===== config.mk =====
export PLATFORM = sky130hd
export DESIGN_NAME = march_bist
export DESIGN_NICKNAME = d
export VERILOG_FILES = /design/src/rtl/march_bist.sv
export SDC_FILE = /design/constraint.sdc
export NUM_CORES = 1
export LEC_CHECK = 0
export CORE_ASPECT_RATIO = 1.4
export CORE_MARGIN = 2
export CORE_UTILIZATION = 52
export DETAILED_ROUTE_END_ITERATION = 10
export GPL_TIMING_DRIVEN = 0
export PLACE_DENSITY = 0.84
export SLEW_MARGIN = 10
export SYNTH_ARGS = -nofsm -noshare
export SYNTH_HDL_FRONTEND = slang
export SYNTH_SLANG_ARGS = --single-unit

===== constraint.sdc =====
create_clock -name clk -period 5.87 [get_ports clk]
set_input_delay 1.174 -clock clk [delete_from_list [all_inputs] [get_ports clk]]
set_output_delay 1.174 -clock clk [all_outputs]
set_load 0.01 [all_outputs]

===== src/rtl/march_bist.sv =====
// March C- memory BIST engine driving a synchronous single-port RAM, one pass per background.
// Define BIST_DIAG_EN to add first-miscompare diagnostics and a saturating error counter.
module march_bist #(
  parameter int unsigned ADR_SIZE  = 4,
  parameter int unsigned DATA_SIZE = 8,
  parameter int unsigned NUM_BG    = 1
) (
  input  logic                 clk,
  input  logic                 rst,
  input  logic                 start,
  output logic [ADR_SIZE-1:0]  mem_adr,
  output logic [DATA_SIZE-1:0] mem_wdata,
  output logic                 mem_we,
  output logic                 mem_re,
  input  logic [DATA_SIZE-1:0] mem_rdata,
  output logic                 busy,
  output logic                 done,
  output logic                 status
`ifdef BIST_DIAG_EN
  ,
  output logic [ADR_SIZE-1:0]                                fail_adr,
  output logic [2:0]                                         fail_elem,
  output logic [((NUM_BG > 1) ? $clog2(NUM_BG) : 1)-1:0]     fail_bg,
  output logic [DATA_SIZE-1:0]                               fail_xor,
  output logic [7:0]                                         err_cnt
`endif
);

  localparam int unsigned BgW = (NUM_BG > 1) ? $clog2(NUM_BG) : 1;
  localparam logic [BgW-1:0]      BgLast = BgW'(NUM_BG - 1);
  localparam logic [BgW-1:0]      BgOne  = BgW'(1);
  localparam logic [ADR_SIZE-1:0] AdrMax = '1;
  localparam logic [ADR_SIZE-1:0] AdrOne = ADR_SIZE'(1);

  typedef enum logic [1:0] {StIdle, StRun, StDrain, StDone} state_e;

  state_e              state_q, state_d;
  logic [2:0]          elem_q, elem_d;
  logic [ADR_SIZE-1:0] adr_q, adr_d;
  logic                ph_q, ph_d;
  logic [BgW-1:0]      bg_q, bg_d;

  logic                 pend_q, err_q;
  logic [DATA_SIZE-1:0] exp_q;

  logic                 is_read, inv, last_ph, down, last_adr, accept, miscmp, run;
  logic [DATA_SIZE-1:0] bg_pat, op_data;

  // Background k>=1: bit i of the word is bit (k-1) of i.
  function automatic logic [DATA_SIZE-1:0] bg_pattern(input logic [BgW-1:0] k);
    logic [DATA_SIZE-1:0] pat;
    pat = '0;
    for (int i = 0; i < int'(DATA_SIZE); i++) begin
      if (k != '0) pat[i] = ((i >> (int'(k) - 1)) & 1) != 0;
    end
    return pat;
  endfunction

  // Op decode: ph_q selects the read or write half of a two-op element.
  always_comb begin
    is_read = 1'b0;
    inv     = 1'b0;
    last_ph = 1'b1;
    case (elem_q)
      3'd1, 3'd3: begin
        is_read = ~ph_q;
        inv     = ph_q;
        last_ph = ph_q;
      end
      3'd2, 3'd4: begin
        is_read = ~ph_q;
        inv     = ~ph_q;
        last_ph = ph_q;
      end
      3'd5:    is_read = 1'b1;
      default: ;
    endcase
  end

  assign bg_pat   = bg_pattern(bg_q);
  assign op_data  = inv ? ~bg_pat : bg_pat;
  assign down     = elem_q >= 3'd3;
  assign last_adr = down ? (adr_q == '0) : (adr_q == AdrMax);
  assign accept   = start && ((state_q == StIdle) || (state_q == StDone));
  assign miscmp   = pend_q && (mem_rdata != exp_q);

  always_ff @(posedge clk or negedge rst) begin
    if (!rst) begin
      state_q <= StIdle;
      elem_q  <= '0;
      adr_q   <= '0;
      ph_q    <= 1'b0;
      bg_q    <= '0;
    end else begin
      state_q <= state_d;
      elem_q  <= elem_d;
      adr_q   <= adr_d;
      ph_q    <= ph_d;
      bg_q    <= bg_d;
    end
  end

  always_comb begin
    state_d = state_q;
    elem_d  = elem_q;
    adr_d   = adr_q;
    ph_d    = ph_q;
    bg_d    = bg_q;
    case (state_q)
      StIdle, StDone: begin
        if (start) begin
          state_d = StRun;
          elem_d  = '0;
          adr_d   = '0;
          ph_d    = 1'b0;
          bg_d    = '0;
        end
      end
      StRun: begin
        if (!last_ph) begin
          ph_d = 1'b1;
        end else begin
          ph_d = 1'b0;
          if (!last_adr) begin
            adr_d = down ? adr_q - AdrOne : adr_q + AdrOne;
          end else if (elem_q == 3'd5) begin
            elem_d = '0;
            adr_d  = '0;
            if (bg_q == BgLast) state_d = StDrain;
            else                bg_d    = bg_q + BgOne;
          end else begin
            elem_d = elem_q + 3'd1;
            // Elements 3..5 walk downwards from the top address.
            adr_d  = (elem_q >= 3'd2) ? AdrMax : '0;
          end
        end
      end
      StDrain: state_d = StDone;
      default: state_d = StIdle;
    endcase
  end

  always_comb begin
    run       = state_q == StRun;
    mem_we    = run & ~is_read;
    mem_re    = run & is_read;
    mem_adr   = run ? adr_q : '0;
    mem_wdata = mem_we ? op_data : '0;
    busy      = run | (state_q == StDrain);
    done      = state_q == StDone;
    status    = done & ~err_q;
  end

  always_ff @(posedge clk or negedge rst) begin
    if (!rst) begin
      pend_q <= 1'b0;
      exp_q  <= '0;
      err_q  <= 1'b0;
    end else begin
      pend_q <= mem_re;
      exp_q  <= op_data;
      if (accept)      err_q <= 1'b0;
      else if (miscmp) err_q <= 1'b1;
    end
  end

`ifdef BIST_DIAG_EN
  logic [ADR_SIZE-1:0] cmp_adr_q;
  logic [2:0]          cmp_elem_q;
  logic [BgW-1:0]      cmp_bg_q;

  always_ff @(posedge clk or negedge rst) begin
    if (!rst) begin
      cmp_adr_q  <= '0;
      cmp_elem_q <= '0;
      cmp_bg_q   <= '0;
      fail_adr   <= '0;
      fail_elem  <= '0;
      fail_bg    <= '0;
      fail_xor   <= '0;
      err_cnt    <= '0;
    end else begin
      cmp_adr_q  <= adr_q;
      cmp_elem_q <= elem_q;
      cmp_bg_q   <= bg_q;
      if (accept) begin
        fail_adr  <= '0;
        fail_elem <= '0;
        fail_bg   <= '0;
        fail_xor  <= '0;
        err_cnt   <= '0;
      end else if (miscmp) begin
        if (!err_q) begin
          fail_adr  <= cmp_adr_q;
          fail_elem <= cmp_elem_q;
          fail_bg   <= cmp_bg_q;
          fail_xor  <= mem_rdata ^ exp_q;
        end
        if (err_cnt != 8'hFF) err_cnt <= err_cnt + 8'd1;
      end
    end
  end
`endif

endmodule


== Word level (Yosys, flattened, before mapping) ==
Cells that the tools add are included.
Operators by class
  equal/unequal tests: 15
  add/sub/neg operators: 5
  muxes and demuxes: 43
  shift-type cells: 8
  reductions and logical operators: 16
  magnitude comparators: 2
  div/mod/pow operators: 0
  bitwise operators: 8
  multiply operators: 0
Operator list (count)
  $shr 3x32->1 const A: 4
  $shr 1x32->1 const A: 2
  $shr 2x32->1 const A: 2
  $mux 4: 7
  $mux 1: 18
  $mux 8: 2
  $mux 3: 4
  $mux 2: 5
  $reduce_and 5->1: 2
  $ne 2x2->1 const B: 4
  $ne 8x8->1: 1
  $not 8->8: 1
  $pmux 1 s2: 4
  $pmux 4 s2: 1
  $eq 3x2->1 const B: 2
  $eq 3x3->1 const B: 2
  $ge 3x2->1 const B: 2
  $pmux 2 s3: 1
  $pmux 3 s2: 1
  $reduce_or 2->1: 3
  $add 4x1->4 const B: 1
  $eq 2x2->1 const B: 2
  $eq 4x4->1 const B: 1
  $logic_not 4->1: 1
  18 further kinds: 24
Word-level totals
  bits in registers: 21
  logic and storage cells: 105
  output and inout bits: 17
  memories kept: 0
  memory bits (read-only): 0
  latch bits: 0
  bits of input ports: 11
  bits in writable memories: 0

== Depth between registers and ports, before layout ==
  depth after elaboration: 6
  gate-level depth with buffers: 11
  mapped depth without buffers: 10

== Worst setup path before layout ==
OpenSTA, ideal clock, no wires.
  kind: flip-flop to output port
  from: reg elem_q[1]
  to: out mem_we
  arrival: 1.602 ns
  buffers on the path: 1
  setup slack: 3.094 ns
  cell stages (with the launch flop): 7
  cell sequence: dfrtp_1 buf_6 and2_1 ha_1 a211oi_2 nor2_1 nor3b_1
Between the ends
  longest elaborated chain between the ends: 5
  elaborated cells between the ends (all ways): 9
Ends and longest elaborated chain
  start: declaration: RTL line 38  | logic [2:0] elem_q, elem_d;
  start signal: assignment: RTL line 96  | elem_q <= elem_d;
  $eq 3x2->1 (tied with other cells): RTL line 64  | case (elem_q)
  $reduce_or 4->1 (no source line)
  $pmux 1 s2 (*): RTL line 64
  $not 1->1 (*): RTL line 145  | mem_we = run & ~is_read;
  $and 1x1->1 (*): RTL line 145
  end: declaration: RTL line 13  | output logic mem_we,
Mark *: on every way between the ends. The rest lies on a longest branch, timed or not.

== Worst setup path after layout ==
  from: reg state_q[1]
  to: out mem_wdata[4]
Between the ends
  longest elaborated chain between the ends: 3
Ends and longest elaborated chain
  start: declaration: RTL line 37  | state_e state_q, state_d;
  start signal: assignment: RTL line 89  | state_q <= StIdle;
  start signal: assignment: RTL line 95  | state_q <= state_d;
  $eq 2x1->1: RTL line 144  | run = state_q == StRun;
  $and 1x1->1: RTL line 145
  $mux 8: RTL line 148  | mem_wdata = mem_we ? op_data : '0;
  end: declaration: RTL line 12  | output logic [DATA_SIZE-1:0] mem_wdata,
No other way between the ends.

==> impl_metrics.env <==
export IMPL_drtIter0Drc=13
export IMPL_cp_end_kind="primary output"
export IMPL_timing_final_hold_violations=0
export IMPL_cts_tree="done"
export IMPL_die_height_microns=58.0
export IMPL_synth_seq_cells=13
export IMPL_arrival_ns=2.62
export IMPL_critPathRequiredTime_ns=4.70
export IMPL_cellLeakagePower_nw=0.594
export IMPL_netlist_top_cells_area="dfrtp_1, ha_1, buf_4"
export IMPL_fillers=167
export IMPL_max_freq_mhz=264
export IMPL_worstMarginPinSlew_ns=0.593
export IMPL_drt_total_wl_mm=2.50
export IMPL_fin_setup_tns_ns=0
export IMPL_yosysSeqAreaShare=0.301
export IMPL_grt_remaining_overflow=0
export IMPL_relSlewSlack=0.604
export IMPL_grt_pass1_wl_mm=4.10
export IMPL_synth_top_area_share=0.301
export IMPL_synth_edf_count=0
export IMPL_crit_type="reg2out"
export IMPL_cts_sinks=13
export IMPL_clkSlewWorstSetupHoldPaths_ns=0.09
export IMPL_io_pins=28
export IMPL_p_per_area_mw_per_mm2=112
export IMPL_yosysMostFrequentCell="dfrtp_1"
export IMPL_cp_start_kind="register"
export IMPL_gr_usage_all_layers=0.217
export IMPL_final_nets=173
export IMPL_antennaDiodeCount=0
export IMPL_wl_per_cell_microns=14.3
export IMPL_dp_hpwl_mm=1.98
export IMPL_skew_ns=0.00648
export IMPL_ys_top_cells_by_count="dfrtp_1, inv_1, a21oi_1, o21ai_0, nand2_1"
export IMPL_cts_made_buffers=3
export IMPL_firstDrtPassIters=4
export IMPL_ys_async_sr_fraction=1.00
export IMPL_peakVddDrop_v=0.000107
export IMPL_cts_htree_levels=1
export IMPL_area_growth_pct=29.9
export IMPL_vias=1002
export IMPL_start_util=0.548
export IMPL_viasPerCell=5.76
export IMPL_fin_crit_ns=3.79
export IMPL_insertion_delay_ns=0.28
export IMPL_synthCells=122
export IMPL_ff2ff_setup_slack_ns=3.20
export IMPL_critical_path_max_fanout=10
export IMPL_avgSynthCellArea_sq_um=8.86
export IMPL_post_cts_buffers=0
export IMPL_route_detailed_drc=0
export IMPL_setup_violations_final=0
export IMPL_yosysWarnings=0
export IMPL_yosysTopAreaCell="dfrtp_1"
export IMPL_drive_gt1_frac=0.137
export IMPL_ant_nets=0
export IMPL_cts_hold_fix_buffers=0
export IMPL_min_path_type="reg2reg"
export IMPL_rsz0062_at_grt="false"
export IMPL_syn_area_sq_mm=0.00108
export IMPL_outcome="finished, final reports clean"
export IMPL_ff_latch_area_sq_um=325
export IMPL_port_buffers=27
export IMPL_synth_nets=141
export IMPL_finalCritPeriodShare=0.646
export IMPL_antenna_found_initial=0
export IMPL_pre_cts_ws_ns=2.41
export IMPL_first_global_vias=998
export IMPL_grt_max_degree=14
export IMPL_synth_main_ff_cell="dfrtp_1"
export IMPL_multi_input_area_sq_um=642
export IMPL_die_area_sq_mm=0.00246
export IMPL_cts_resized_gates=0
export IMPL_cap_violations=0
export IMPL_gp_congestion=0.804
export IMPL_synthDistinctLibCells=45
export IMPL_setup_ws_ns=2.08
export IMPL_root_buffer="clkbuf_4"
export IMPL_drv_slew=0
export IMPL_cts_max_path_buffers=2
export IMPL_fp_dieW_microns=42.5
export IMPL_core_region_area_sq_mm=0.00197
export IMPL_row_count=19
## cells by family after synthesis
kind of cell	count (synthesis)	share of synthesized area
AOI/OAI and AO/OA	38	0.269
xor gates and xnor gates	3	0.0243
adders and majority gates	8	0.0995
buffers and inverters	21	0.105
DFF	13	0.301
muxes	1	0.00926
and+or+nand+nor	38	0.192
## critical path: stages (launching register included)
cell             delay [ns]
dfrtp_1                0.43
inv_1                  0.10
ha_1                   0.21
clkbuf_1               0.35
nand2_1                0.11
nor2_1                 0.42
buf_4                  0.19
clkdlybuf4s50_1        0.53
## per-stage QoR
stage	power (mW)	instance area (sq um)	std cells	hold WS, ns	util
floorplan	0.0923	1080	122	0.484	-
global placement	0.101	1380	170	0.501	0.698
detailed placement	0.102	1380	170	0.524	0.698
CTS	0.157	1400	174	0.547	0.711
global route	0.161	1400	174	0.575	0.711
finish	0.157	1400	174	0.552	0.711
## registers in the layout, summed over array words and instances (netlist names)
name and flops:
err_q 1, exp_q 1, state_q 2, pend_q 1
adr_q 4, elem_q 3, ph_q 1
## report_power, final
part           switching, mW  leakage (nW)  internal (mW)  total (mW)
logic                0.00408         0.441        0.00634      0.0104
clock network         0.0308        0.0150         0.0264      0.0571
registers                  0         0.138         0.0895      0.0895
total                 0.0348         0.594          0.122       0.157
## final timing paths
kind                             from      endpoint  cells after the start
setup reg to reg            elem_q[2]      adr_q[3]                     11
setup / recovery           state_q[1]  mem_wdata[4]                      7
min in group asynchronous         rst         err_q                      1
hold reg to reg                pend_q         err_q                      2
hold / removal                 pend_q         err_q                      2
max in group asynchronous         rst      adr_q[3]                      1
## layout make-up
type | count | share of cell area
inverter | 10 | 0.0267
clock buffer | 4 | 0.0187
multi-input combinational | 88 | 0.457
sequential | 13 | 0.232
timing repair buffer | 27 | 0.193
tap | 21 | 0.0187
buffer | 11 | 0.0544
## routing by layer
layer,GRT usage,vias to the layer above,routed length [microns]
met5,0,-,0
met1,0.229,479,999
li1,-,491,-
met2,0.424,25,1360
met4,0.0938,0,46
met3,0.0218,7,88
## layout by cell type (no fill, tap or decap), drive strengths merged, types with 2 or more instances in the layout
master / instances
a211oi: 2
a21o: 2
a21oi: 9
a31oi: 2
a32o: 2
and2: 6
buf: 9
clkbuf: 6
clkdlybuf4s50: 27
dfrtp: 13
ha: 7
inv: 10
nand2: 8
nand2b: 2
nor2: 6
nor2b: 2
nor3: 2
nor3b: 2
nor4: 3
o21ai: 10
o31ai: 2
or2: 2
xnor2: 2
Power figures use the tool's default switching activity.
